**src/rtl/mux_reg_pkg.sv**
```systemverilog
// mux_reg_n shared types: output-register FSM state and constants.
// Optional statistics feature is gated by MUX_REG_N_STATS_EN.
package mux_reg_pkg;

  typedef enum logic {
    EMPTY = 1'b0,
    FULL  = 1'b1
  } state_t;

  localparam int SEL_HOLD = 0;
  localparam int STAT_W   = 16;

endpackage

```
**src/rtl/mux_reg_stats.sv**
```systemverilog
// mux_reg_n per-channel saturating transfer counters.
// Only instantiated when MUX_REG_N_STATS_EN is defined.
module mux_reg_stats
  import mux_reg_pkg::*;
#(
  parameter int NCH   = 3,
  parameter int SEL_W = 2
) (
  input  logic              clk,
  input  logic              rst_n,
  input  logic [NCH-1:0]    xfer,
  input  logic [SEL_W-1:0]  stat_sel,
  output logic [STAT_W-1:0] stat_count
);

  logic [STAT_W-1:0] cnt [NCH];
  logic [STAT_W-1:0] rd;

  always_ff @(posedge clk or negedge rst_n) begin
    if (!rst_n) begin
      for (int k = 0; k < NCH; k++) cnt[k] <= '0;
    end else begin
      for (int k = 0; k < NCH; k++)
        if (xfer[k] && cnt[k] != '1)
          cnt[k] <= cnt[k] + 1'b1;
    end
  end

  // indices at or beyond NCH fall through to zero
  always_comb begin
    rd = '0;
    for (int k = 0; k < NCH; k++)
      if (stat_sel == SEL_W'(k)) rd = cnt[k];
  end

  always_ff @(posedge clk or negedge rst_n) begin
    if (!rst_n) stat_count <= '0;
    else        stat_count <= rd;
  end

endmodule

```
**src/rtl/mux_reg_n.sv**
```systemverilog
// mux_reg_n: N-channel select mux feeding a one-word output register.
// Define MUX_REG_N_STATS_EN to add per-channel transfer counters.
module mux_reg_n
  import mux_reg_pkg::*;
#(
  parameter int DATA_W = 8,
  parameter int NCH    = 3,
  parameter int OUT_W  = 16,
  localparam int SEL_W = $clog2(NCH + 1)
) (
  input  logic                  clk,
  input  logic                  rst_n,
  input  logic [NCH*DATA_W-1:0] in_data,
  input  logic [NCH-1:0]        in_valid,
  output logic [NCH-1:0]        in_ready,
  input  logic [SEL_W-1:0]      select,
  output logic [OUT_W-1:0]      out_data,
  output logic                  out_valid,
  input  logic                  out_ready,
`ifdef MUX_REG_N_STATS_EN
  input  logic [SEL_W-1:0]      stat_sel,
  output logic [STAT_W-1:0]     stat_count,
`endif
  output logic                  sel_err
);

  state_t              state;
  logic                can_load;
  logic                sel_bad;
  logic [NCH-1:0]      xfer_vec;
  logic                xfer;
  logic [DATA_W-1:0]   sel_data;

  assign can_load = (state == EMPTY) || out_ready;
  assign sel_bad  = 32'(select) > NCH;

  // rst_n gate keeps every in_ready low while reset is held
  always_comb begin
    in_ready = '0;
    for (int k = 0; k < NCH; k++)
      in_ready[k] = rst_n && can_load &&
                    (select == SEL_W'(k + 1));
  end

  always_comb begin
    sel_data = '0;
    for (int k = 0; k < NCH; k++)
      if (select == SEL_W'(k + 1))
        sel_data = in_data[k*DATA_W +: DATA_W];
  end

  assign xfer_vec  = in_ready & in_valid;
  assign xfer      = |xfer_vec;
  assign out_valid = (state == FULL);

  always_ff @(posedge clk or negedge rst_n) begin
    if (!rst_n) begin
      state    <= EMPTY;
      out_data <= '0;
      sel_err  <= 1'b0;
    end else begin
      sel_err <= sel_bad;
      if (xfer) begin
        out_data <= OUT_W'(sel_data);
        state    <= FULL;
      end else if (state == FULL && out_ready) begin
        state <= EMPTY;
      end
    end
  end

`ifdef MUX_REG_N_STATS_EN
  mux_reg_stats #(
    .NCH   (NCH),
    .SEL_W (SEL_W)
  ) u_stats (
    .clk        (clk),
    .rst_n      (rst_n),
    .xfer       (xfer_vec),
    .stat_sel   (stat_sel),
    .stat_count (stat_count)
  );
`endif

endmodule

```
**config.mk**
```make
export PLATFORM = sky130hd
export DESIGN_NAME = mux_reg_n
export DESIGN_NICKNAME = d
export VERILOG_FILES = /design/src/rtl/mux_reg_pkg.sv /design/src/rtl/mux_reg_stats.sv /design/src/rtl/mux_reg_n.sv
export SDC_FILE = /design/constraint.sdc
export NUM_CORES = 1
export LEC_CHECK = 0
export BUFFER_PORTS_ARGS = -buffer_cell sky130_fd_sc_hd__buf_2
export CELL_PAD_IN_SITES_DETAIL_PLACEMENT = 1
export CELL_PAD_IN_SITES_GLOBAL_PLACEMENT = 1
export CORE_MARGIN = 5
export CORE_UTILIZATION = 26
export DETAILED_ROUTE_END_ITERATION = 8
export GPL_TIMING_DRIVEN = 0
export HOLD_SLACK_MARGIN = 0.15
export PLACE_DENSITY_LB_ADDON = 0.1
export SLEW_MARGIN = 20
export SYNTH_ARGS = -nofsm -noshare
export SYNTH_HDL_FRONTEND = slang
export SYNTH_SLANG_ARGS = --single-unit
```
**constraint.sdc**
```tcl
create_clock -name clk -period 1.55 [get_ports clk]
set_input_delay 0.31 -clock clk [delete_from_list [all_inputs] [get_ports clk]]
set_output_delay 0.31 -clock clk [all_outputs]
set_load 0.1 [all_outputs]
```
==> impl_metrics.json <==
{
  "cts_made_buffers": 3,
  "power_switching_mw": 0.783,
  "rsz0062_at_grt": "yes",
  "reg2reg_depth": 6,
  "grt_use_total_pct": 11.5,
  "fill_cells": 295,
  "overflow": 0,
  "r2r_start": "out_valid",
  "final_nets": 146,
  "drtIter0Drc": 6,
  "antenna_found_initial": 0,
  "via_per_inst": 4.23,
  "setup_ws_ps": -122,
  "drt-total-wl_um": 2070,
  "grt_pass1_wl_um": 3020,
  "path_clk_slew_ps": 60,
  "synth_top_area_share_pct": 34.4,
  "irDropWorstVdd_mv": 0.648,
  "fmax_ghz": 0.598,
  "grt_max_degree": 11,
  "yosysWarnings": 0,
  "wire_per_inst_um": 14.5,
  "first_pass_iters": 4,
  "cts_tree": "yes",
  "die_h_um": 60.2,
  "hold_viol_final": 0,
  "synth_area_sq_um": 656,
  "worstPathMaxFanout": 3,
  "hold_slack_ps": 326,
  "synthTopCellsByArea": "dfrtp_1 34%, mux2_2 29%, a22o_1 11%, buf_4 10%, buf_6 3.4%",
  "root_buffer": "clkbuf_4",
  "outcome": "complete, but fails checks",
  "p_sw_share_pct": 55.4,
  "ctsLongestPathBuffers": 2,
  "ys_seq_area_share_pct": 34.4,
  "setup_violations": 10,
  "violations": "negative setup slack",
  "layout_commonest_cell": "buf_2",
  "clock-sinks": 9,
  "drive_gt1_share_pct": 75.2,
  "crit_type": "reg -> out",
  "p_leak_nw": 0.630,
  "clock_latency_ps": 260,
  "gp_congestion": 0.585,
  "p_int_mw": 0.630,
  "p_comb_share_pct": 63.7,
  "die_x_um": 60.2,
  "drv_cap": 0,
  "vias": 605,
  "grt_pass1_vias": 641,
  "ant_nets": 0,
  "core_area_sq_um": 2450,
  "fin_util_pct": 45.8,
  "worstSetupStartpoint": "out_valid",
  "syn_inst": 55,
  "min_from": "out_ready",
  "worst_clock_skew_ps": 1.28,
  "antenna_cells": 0,
  "ys_seq_elements": 9,
  "num_io_pins": 53,
  "worstSetupStartpointType": "register",
  "hold_class": "in -> reg",
  "yosysTopAreaCell": "dfrtp_1",
  "syn2layout_area_growth_pct": 71.4,
  "endpoint_kind": "output pin",
  "timing.rr.end": "out_data[5]",
  "clkPwrFrac_pct": 13.2,
  "dpl.hpwl_um": 1540,
  "crit_required_ps": 1240,
  "ys_types": 15,
  "die_area_sq_um": 3630,
  "timing.final.crit_share_pct": 108,
  "p_seq_share_pct": 23.1,
  "r2r_slack_ps": -40,
  "fin_crit_ps": 1670,
  "synth_area_per_cell_sq_um": 11.9,
  "start_util_pct": 26.7,
  "final_max_slew_viol_count": 0,
  "rows": 18,
  "power_density_nw_per_um2": 1260,
  "cp-endpoint": "in_ready[1]",
  "drc": 0,
  "portBuffers": 42,
  "cts.htree.levels": 1,
  "most-common-layout-cells": "40 x buf_2, 10 x buf_4, 9 x mux2_2, 9 x conb_1",
  "cp.arrival_ps": 1360
}
## layer usage
| metal | global-route usage [%] | part of all wire [%] |
|---|---|---|
| met4 | 1.90 | 0 |
| met3 | 5.18 | 10 |
| met2 | 20.1 | 52 |
| met1 | 12.9 | 37 |
| met5 | 0 | 0 |
## what timing repair did
item / in CTS / in global routing
resized for setup: 13 / 6
setup endpoints to repair: 3 / 11
endpoints found under the hold margin: 9 / 0
pin swaps: 1 / 1
cloned: 0 / 1
setup buffers: 1 / 1
hold buffers: 1 / 0
## final cells by class
class,count,area (sq um),area share [%]
clock buffer,4,26.3,2.34
sequential,9,229,20.4
multi-input combinational,42,418,37.2
tap,30,37.5,3.34
timing repair buffer,46,318,28.3
buffer,12,95.1,8.46
## per-stage QoR
stage               power, mW  TNS, ps  area, sq um  worst slack (ps)  cells
global placement         1.16    -1870          966              -202    135
floorplan                1.03    -2060          718              -222     63
CTS                      1.38     -574         1060              -125    141
finish                   1.41     -426         1120              -122    143
detailed placement       1.17    -1990          966              -218    135
global route             1.47     -850         1120              -178    143
## synthesized netlist by cell type (all sizes together)
library cell,count
mux2,17
a22o,8
conb,1
buf,12
and2,1
nor2b,2
a22oi,1
nand2b,1
nand2,1
and3,2
dfrtp,9
## state kept, by name (all words and copies together) (netlist names)
signal,count
out_data,8
out_valid,1
## power by group through the flow
stage	sequential (mW)	combinational [mW]	clock, mW
2_1_floorplan	0.759	0.274	0
3_3_place_gp	0.325	0.835	0
3_5_place_dp	0.329	0.842	0
4_1_cts	0.325	0.860	0.197
5_1_grt	0.334	0.932	0.209
6_report	0.326	0.900	0.187
## worst min-delay path by stage
stage                  endpoint  slack (ps)  cells past startpoint
finish                out_valid         330                      3
global route          out_valid         330                      3
CTS                   out_valid         320                      3
detailed placement    out_valid         190                      1
global placement      out_valid         190                      1
floorplan           out_data[0]          10                      0
## cells by family (layout without fill, tap and decap cells)
logic type	Yosys count	count (layout)	synth area share, %
AO/OA/AOI/OAI	9	9	13.9
flip-flops	9	9	34.4
AND/OR/NAND/NOR	7	7	7.44
other	1	9	0.572
buffers and inverters	12	62	14.5
multiplexers	17	17	29.2
## critical path, cell delays in order (launching register included)
cell,delay [ps]
dfrtp_4,480
nand2b_4,80
and3_4,190
nor2b_4,160
buf_12,180
Note: power is estimated with default switching activity, not from simulation.
